### src/rtl/rr_arbiter_enc_4x2.sv
// Four-requester round-robin arbiter with registered one-hot and encoded grant.
// A grant is held until done, request drop or hold timeout, followed by one dead cycle.
module rr_arbiter_enc_4x2 #(
   parameter int unsigned MAX_HOLD = 8,
   parameter int unsigned CNT_W    = 4
) (
   input  logic       clk,
   input  logic       rst,
   input  logic [3:0] req,
   input  logic [3:0] done,
   output logic [3:0] grant,
   output logic [1:0] grant_idx,
   output logic       grant_valid
);

   localparam logic [1:0] S_IDLE  = 2'd0;
   localparam logic [1:0] S_GRANT = 2'd1;
   localparam logic [1:0] S_GAP   = 2'd2;

   localparam bit             HOLD_EN   = (MAX_HOLD != 0);
   localparam logic [CNT_W-1:0] HOLD_LAST = (MAX_HOLD == 0) ? '0 : CNT_W'(MAX_HOLD - 1);
   localparam logic [CNT_W-1:0] CNT_MAX   = '1;

   logic [1:0]       r_state;
   logic [1:0]       r_ptr;
   logic [CNT_W-1:0] r_cnt;
   logic [3:0]       r_grant;
   logic [1:0]       r_idx;
   logic             r_valid;

   logic [1:0]       w_state_nxt;
   logic [1:0]       w_ptr_nxt;
   logic [CNT_W-1:0] w_cnt_nxt;
   logic [3:0]       w_grant_nxt;
   logic [1:0]       w_idx_nxt;
   logic             w_valid_nxt;

   logic             w_arb_found;
   logic [1:0]       w_arb_idx;
   logic             w_release;

   // First active request scanning from the priority pointer, wrapping mod 4
   always_comb begin
      logic [1:0] w_scan;
      w_arb_found = 1'b0;
      w_arb_idx   = r_ptr;
      w_scan      = r_ptr;
      for (int k = 0; k < 4; k++) begin
         w_scan = r_ptr + 2'(k);
         if (!w_arb_found && req[w_scan]) begin
            w_arb_found = 1'b1;
            w_arb_idx   = w_scan;
         end
      end
   end

   // Only the owner's done/req are looked at; timeout and done collapse into one release
   assign w_release = done[r_idx] | ~req[r_idx] | (HOLD_EN && (r_cnt == HOLD_LAST));

   always_comb begin
      w_state_nxt = r_state;
      w_ptr_nxt   = r_ptr;
      w_cnt_nxt   = r_cnt;
      w_grant_nxt = r_grant;
      w_idx_nxt   = r_idx;
      w_valid_nxt = r_valid;
      case (r_state)
         S_IDLE, S_GAP: begin
            if (w_arb_found) begin
               w_state_nxt = S_GRANT;
               w_grant_nxt = 4'b0001 << w_arb_idx;
               w_idx_nxt   = w_arb_idx;
               w_valid_nxt = 1'b1;
               w_cnt_nxt   = '0;
            end else begin
               w_state_nxt = S_IDLE;
               w_grant_nxt = 4'b0000;
               w_idx_nxt   = 2'd0;
               w_valid_nxt = 1'b0;
               w_cnt_nxt   = '0;
            end
         end
         S_GRANT: begin
            if (w_release) begin
               w_state_nxt = S_GAP;
               w_grant_nxt = 4'b0000;
               w_idx_nxt   = 2'd0;
               w_valid_nxt = 1'b0;
               w_ptr_nxt   = r_idx + 2'd1;
               w_cnt_nxt   = '0;
            end else if (r_cnt != CNT_MAX) begin
               w_cnt_nxt = r_cnt + CNT_W'(1);
            end
         end
         default: begin
            w_state_nxt = S_IDLE;
            w_grant_nxt = 4'b0000;
            w_idx_nxt   = 2'd0;
            w_valid_nxt = 1'b0;
            w_cnt_nxt   = '0;
         end
      endcase
   end

   always_ff @(posedge clk or posedge rst) begin
      if (rst) begin
         r_state <= S_IDLE;
         r_ptr   <= 2'd0;
         r_cnt   <= '0;
         r_grant <= 4'b0000;
         r_idx   <= 2'd0;
         r_valid <= 1'b0;
      end else begin
         r_state <= w_state_nxt;
         r_ptr   <= w_ptr_nxt;
         r_cnt   <= w_cnt_nxt;
         r_grant <= w_grant_nxt;
         r_idx   <= w_idx_nxt;
         r_valid <= w_valid_nxt;
      end
   end

   assign grant       = r_grant;
   assign grant_idx   = r_idx;
   assign grant_valid = r_valid;

endmodule

### config.mk
export PLATFORM = sky130hd
export DESIGN_NAME = rr_arbiter_enc_4x2
export DESIGN_NICKNAME = d
export VERILOG_FILES = /design/src/rtl/rr_arbiter_enc_4x2.sv
export SDC_FILE = /design/constraint.sdc
export NUM_CORES = 1
export LEC_CHECK = 0
export BUFFER_PORTS_ARGS = -buffer_cell sky130_fd_sc_hd__buf_4
export CORE_ASPECT_RATIO = 1.4
export CORE_UTILIZATION = 35
export DETAILED_ROUTE_END_ITERATION = 12
export PLACE_DENSITY = 0.53
export SLEW_MARGIN = 20
export SYNTH_ARGS = -nofsm -noshare
export SYNTH_HDL_FRONTEND = slang
export SYNTH_SLANG_ARGS = --single-unit
### constraint.sdc
create_clock -name clk -period 2.5 [get_ports clk]
set_input_delay 0.375 -clock clk [delete_from_list [all_inputs] [get_ports clk]]
set_output_delay 0.375 -clock clk [all_outputs]
set_load 0.05 [all_outputs]
# --- After elaboration in Yosys (flattened, before gate mapping) ---
# Cells that the tools add are included.
op_classes:
  add_sub_neg: 5
  n_mul: 0
  div: 0
  magnitude_cmp: 5
  n_eq_ne: 6
  shift: 1
  mux: 34
  bitwise: 3
  n_reduce_logical: 9
op_table:
  columns: ["operator", "n"]
  rows:
  - ["4-bit 2-to-1 mux", 5]
  - ["2-bit by 3-bit less-than comparator with 1-bit output, second input constant", 5]
  - ["1-bit 2-to-1 mux", 13]
  - ["1-bit binary-select mux with 2-bit select", 6]
  - ["2-bit 2-to-1 mux", 6]
  - ["2-bit case mux with 2 select lines", 2]
  - ["4-bit case mux with 2 select lines", 1]
  - ["2-bit by 1-bit adder with 2-bit output, second input constant", 2]
  - ["2-bit adder, second input constant", 2]
  - ["4-bit by 1-bit adder with 4-bit output, second input constant", 1]
  - ["4-bit by 3-bit == test with 1-bit output, second input constant", 1]
  - ["4-bit != test, second input constant", 1]
  - ["1-bit by 2-bit << shifter with 4-bit output, first input constant", 1]
  - ["1-bit logical AND", 3]
  - ["1-bit zero test", 3]
  - ["3-bit != test, second input constant", 1]
  - ["2-bit by 1-bit == test with 1-bit output, second input constant", 1]
  - ["2-bit == test, second input constant", 1]
  - ["2-bit zero test", 1]
  - ["2-bit != test, second input constant", 1]
  - ["1-bit OR", 2]
  - ["1-bit case mux with 2 select lines", 1]
  - ["2-bit AND reduction", 1]
  - ["2-bit OR reduction", 1]
  - ["1-bit inverter", 1]
word_totals:
  reg_bits: 15
  latchBits: 0
  ram_bits: 0
  rom_bits: 0
  input_bits: 10
  memories: 0

# --- Depth between registers and ports, before layout ---
# Gate-level depths: netlist of the first run.
depth:
  ltp_word: 15
  mapped_depth: 6
  depth_no_buf: 4

# --- Worst setup path after synthesis of the first run ---
# No wires, ideal clock.
synth_timing:
  path_type: "reg-to-reg"
  start: "reg r_idx[1] (netlist: grant_idx[1])"
  end: "reg r_ptr[1]"
  setup_time_ns: 0.125
  arrival_ns: 1.799
  t_required_ns: 2.375
  setup_slack_ns: 0.577
  stages_incl_launch_ff: 4
  n_path_buf: 0
  cell_sequence: "dfrtp_1 > mux4_2 > a21boi_2 > mux2_2"
synth_via:
  elab_chain_cells: 6
  word_cells_on_any_way: 9
  classes_between: "add/sub (1); mux (4); bitwise (3); reduce/logical (1)"
synth_rtl:
  columns: ["element", "line", "text"]
  rows:
  - ["start, declared", "28", "logic [1:0] r_idx;"]
  - ["start signal, assigned", "118", "r_idx <= w_idx_nxt;"]
  - ["1-bit binary-select mux with 2-bit select", "58", "assign w_release = done[r_idx] | ~req[r_idx] | (HOLD_EN && (r_cnt == HOLD_LAST));"]
  - ["1-bit 2-to-1 mux (implied by the code)", "58", null]
  - ["1-bit inverter", "58", null]
  - ["1-bit OR (2 in series)", "58", null]
  - ["2-bit AND reduction (no source line)", null, null]
  - ["end signal, assigned", "115", "r_ptr <= w_ptr_nxt;"]
  - ["end, declared", "25", "logic [1:0] r_ptr;"]
# Parallel ways exist; a longest one is shown, timed or not. The select of a mux whose other input is x is not followed.
# A chain may end at the register's enable or synchronous reset.

# --- Worst setup path after layout of the first run ---
# Ends and elaborated chain as after synthesis.

==> results_dict.tcl, run 1 <==
set metrics [dict create \
    clock-sinks 15 \
    utilization 0.438 \
    cts.htree.levels 1 \
    drive_gt1_frac 0.281 \
    synthDistinctLibCells 33 \
    seq_area_frac_synth 0.473 \
    p_per_area_nw_per_um2 1130 \
    drtIter0Drc 17 \
    status "finished with violations" \
    yosysMostFrequentCell "dfrtp_1" \
    viasPerCell 5.68 \
    cp_num_buf_inv 0 \
    finalMaxSlewViolations 0 \
    wl_per_cell_um 14.6 \
    synth_cells 72 \
    cp.required_ns 2.68 \
    fmax_ghz 0.584 \
    overflow 0 \
    clkTransAtPathRegs_ns 0.09 \
    core_area_um2 2150 \
    final_cells 111 \
    grtUsageTotal 0.155 \
    seqCellArea_um2 375 \
    synth_area_leaders "dfrtp_1, a32o_1, nor2b_1" \
    setup_viol 0 \
    rows 20 \
    numCtsBuffers 3 \
    die_x_um 42.2 \
    insertion_delay_ns 0.29 \
    synth_edf_count 0 \
    syn_area_um2 793 \
    critPathArrivalTime_ns 1.90 \
    cts-root-buf "clkbuf_4" \
    vias 631 \
    routabilityCongestion 0.748 \
    syn_area_per_cell_um2 11.0 \
    grt_pass1_vias 610 \
    syn_to_final_growth_pct 18.8 \
    grt_max_degree 16 \
    cts_setup_buffers 0 \
    routed_wl_um 1630 \
    final_hold_viol_count 0 \
    worstSetupEndpointType "register" \
    cts_tree "yes" \
    vdd_drop_max_v 0.000490 \
    cts.path.max_buffers 2 \
    crit_path_max_incr_delay_ns 0.57 \
    synth_top_cell_by_area "dfrtp_1" \
    ys.flop_type "dfrtp_1" \
    dpl.cell_count 107 \
    fin_tns_setup_ns 0 \
    total_power_uw 1060 \
    fillers 222 \
    startpoint "grant_idx[1]$_DFFE_PP0P_" \
    syn_nets 83 \
    synth_top_area_frac 0.473 \
    io_pins 17 \
    worstReg2RegStart "grant_idx[1]$_DFFE_PP0P_" \
    die_h_um 58.3 \
    diodes 0 \
    hold_buffers 0 \
    ys_seq_elements 15 \
    rsz0062_at_grt "no" \
    violations "design-rule violations" \
    period_needed_ns 1.71 \
    synthTopCellsByCount "dfrtp_1, nor2_1, nor2b_1" \
    hold_class "input pin to async pin" \
    power_leakage_uw 0.000445 \
    synth-async-reset-ratio 1.00 \
    crit_family "multiplexers" \
    grt_pass1_wl_um 2770 \
    ant_nets 0 \
    dp_hpwl_um 1250 \
    multi_input_area_um2 384 \
    whs_ns 0.136 \
    drv_cap 0 \
    min_period_over_period 0.685 \
    design.die.area_um2 2460 \
    antenna_found_initial 0 \
    path_cells "mux4_2 > a21boi_2 > mux2_2" \
    cp_max_fo 4 \
    cts_resized 0 \
    io_buffers 16 \
    critPathSlowestCell "mux4_2" \
    skew_ns 0.00118 \
    drc 1 \
    nets 101 \
    start_kind "register" \
    drt-pass1-iter-count 8 \
    initial_core_util 0.369 \
    relSlewSlack 0.619 \
    crit_type "register to register" \
    worst_pin_slew_ns 0.571 \
    ys_warn_count 0 \
]
[final cells by class]
cell class / instances / share of cell area
repair buffers: 16 / 0.127
clock inverters: 1 / 0.00531
flip-flops and latches: 15 / 0.398
inverters: 2 / 0.00797
well taps: 22 / 0.0292
multi-input cells: 52 / 0.408
clock buffers: 3 / 0.0239
[logic make-up after synthesis]
family / count (synthesis) / synth area share
DFF: 15 / 0.473
xor gates and xnor gates: 2 / 0.0221
muxes: 4 / 0.0678
adders and majority gates: 1 / 0.0158
buffers and inverters: 5 / 0.0426
AOI/OAI and AO/OA: 20 / 0.194
and+or+nand+nor: 25 / 0.185
[path summary, 6_finish.rpt]
kind	end	slack (ns)	cells after the start
max reg2reg	r_ptr[1]$_DFFE_PP0P_	0.79	3
max	r_ptr[1]$_DFFE_PP0P_	0.79	3
min	grant[0]$_DFFE_PP0P_	0.14	2
min in group clk	r_state[0]$_DFFE_PP0P_	0.43	3
min reg2reg	grant_valid$_DFFE_PP0P_	0.50	1
max in group asynchronous	grant_idx[0]$_DFFE_PP0P_	1.99	2
[cells in the final DEF, fill, tap and decap left out, types with 3 or more instances in the layout]
cell      synthesis  layout
clkbuf_4          0       3
buf_4             0      16
nor2_1            7       7
a32o_1            4       4
nand3_1           3       3
nor2b_1           5       5
dfrtp_1          15      15
o21ai_0           3       3
a21oi_1           3       3
[where the power goes]
part | total [µW] | leakage [µW] | switching [µW] | internal [µW]
Clock | 142 | 0.0000177 | 82.5 | 59.6
Combinational | 515 | 0.000233 | 314 | 202
Sequential | 404 | 0.000194 | 79.7 | 324
[per-layer routing]
metal / GRT usage / share of wire / vias to the layer above
li1: - / - / 301
met1: 0.187 / 0.42 / 311
met2: 0.255 / 0.51 / 14
met3: 0.0307 / 0.039 / 5
met4: 0.0938 / 0.036 / 0
met5: 0 / 0 / -
[worst register-to-register path, delay by kind of cell, from the launching register on]
| kind | cells | cell delay (ns) |
|---|---|---|
| DFF | 1 | 0.46 |
| AOI/OAI and AO/OA | 1 | 0.22 |
| muxes | 2 | 0.93 |
[state kept, by name, indices dropped and copies added (netlist names)]
name	flops
grant_idx	2
grant_valid	1
r_ptr	2
r_cnt	4
grant	4
r_state	2
[through the flow]
stage / area [µm²] / setup WS (ns)
detailed placement: 915 / 0.639
global route: 942 / 0.706
finish: 942 / 0.787
floorplan: 793 / 0.577
CTS: 942 / 0.777
global placement: 915 / 0.682
Power figures use the tool's default switching activity.
==> run 2, diff against run 1 <==
==> constraint.sdc (replaced) <==
create_clock -name clk -period 1.7 [get_ports clk]
set_input_delay 0.255 -clock clk [delete_from_list [all_inputs] [get_ports clk]]
set_output_delay 0.255 -clock clk [all_outputs]
set_load 0.05 [all_outputs]
==> run 2 against run 1 <==
Wire length increased by 0.68%. Critical endpoint unchanged. Sequential power rose by 48%. The flow now finishes without violations. Final cell count increased by 1.8%. Maximum frequency increased by 6.3%. Final area increased by 2.1%.
==> results_dict.tcl, run 2 (synthesis gave the netlist of run 1 again) <==
set metrics [dict create \
    status "finished clean" \
    final_hold_viol_count 0 \
    hold_class "input pin to async pin" \
    relSlewSlack 0.619 \
    syn_to_final_growth_pct 21.3 \
    ant_nets 0 \
    finalMaxSlewViolations 0 \
    nets 103 \
    p_per_area_nw_per_um2 1660 \
    whs_ns 0.00875 \
    grt_pass1_vias 619 \
    fin_tns_setup_ns 0 \
    start_kind "register" \
    clock-sinks 15 \
    cp_max_fo 4 \
    cts.htree.levels 1 \
    core_area_um2 2150 \
    worstReg2RegStart "grant_idx[1]$_DFFE_PP0P_" \
    design.die.area_um2 2460 \
    min_period_over_period 0.948 \
    cp.required_ns 1.89 \
    viasPerCell 5.57 \
    worstSetupEndpointType "register" \
    cts-root-buf "clkbuf_4" \
    grtUsageTotal 0.157 \
    drt-pass1-iter-count 3 \
    mostFrequentLayoutCell "buf_4" \
    most-common-layout-cells "buf_4, dfrtp_1, nor2_1" \
    cts_setup_buffers 0 \
    drv_cap 0 \
    cts_tree "yes" \
    critPathArrivalTime_ns 1.80 \
    cts_resized 0 \
    io_buffers 16 \
    antenna_found_initial 0 \
    rows 20 \
    period_needed_ns 1.61 \
    final_area_um2 962 \
    grt_max_degree 16 \
    insertion_delay_ns 0.29 \
    fmax_ghz 0.621 \
    crit_type "register to register" \
    final_cells 113 \
    utilization 0.447 \
    power_leakage_uw 0.000456 \
    worst_pin_slew_ns 0.571 \
    post_dp_cell_area_um2 935 \
    wl_per_cell_um 14.5 \
    overflow 0 \
    drc 0 \
    grt_pass1_wl_um 2810 \
    routed_wl_um 1640 \
    cts.path.max_buffers 2 \
    die_x_um 42.2 \
    routabilityCongestion 0.756 \
    r2r_end "r_ptr[1]$_DFFE_PP0P_" \
    diodes 0 \
    initial_core_util 0.369 \
    drive_gt1_frac 0.308 \
    setup_viol 0 \
    regToRegSetupSlack_ns 0.09 \
    vias 629 \
    dp_hpwl_um 1250 \
    drtIter0Drc 16 \
    io_pins 17 \
    rsz0062_at_grt "no" \
    dpl.cell_count 109 \
    numCtsBuffers 3 \
    skew_ns 0.00255 \
    worst_r2r_path_depth 3 \
    vdd_drop_max_v 0.000639 \
    die_h_um 58.3 \
    hold_buffers 0 \
    clkTransAtPathRegs_ns 0.09 \
]
==> run 2: power breakdown <==
group	internal [µW]	leakage [µW]	switching (µW)	total (µW)
logic	327	0.000246	466	793
registers	479	0.000193	117	596
clock network	87.7	0.0000177	126	213
==> run 2: worst max-delay path by stage <==
stage / start / to / slack [ns] / cells after the start
final: grant_idx[1]$_DFFE_PP0P_ / r_ptr[1]$_DFFE_PP0P_ / 0.09 / 3
after global routing: grant_idx[1]$_DFFE_PP0P_ / r_ptr[0]$_DFFE_PP0P_ / 0.03 / 4
after CTS: grant_idx[1]$_DFFE_PP0P_ / r_ptr[1]$_DFFE_PP0P_ / 0.08 / 3
after detailed placement: req[3] / r_ptr[1]$_DFFE_PP0P_ / 0.05 / 5
after global placement: req[3] / r_ptr[1]$_DFFE_PP0P_ / 0.08 / 5
after floorplan: grant_idx[1]$_DFFE_PP0P_ / r_ptr[1]$_DFFE_PP0P_ / -0.06 / 3
==> run 2: cell type report <==
cell class	count	area (µm²)
clock buffer	3	22.5
clock inverter	1	5.00
fill	217	1190
inverter	2	7.51
multi-input combinational	52	388
sequential	15	377
tap	22	27.5
timing repair buffer	18	135
==> run 2: worst max-delay path, stage by stage, from the launching register on <==
cell	delay [ns]
dfrtp_2	0.43
mux4_2	0.56
a21boi_2	0.20
mux2_4	0.31
==> run 2: stage by stage <==
stage,power [µW],setup slack [ns]
floorplan,1180,-0.0569
global placement,1400,0.0782
detailed placement,1400,0.0492
CTS,1620,0.0822
global route,1710,0.0326
finish,1600,0.0885
==> run 2: layer usage <==
layer,part of all wire,up-vias,global-route usage
met2,0.50,11,0.248
met4,0.024,0,0.0938
met3,0.029,5,0.0399
li1,-,308,-
met5,0,-,0
met1,0.44,305,0.192
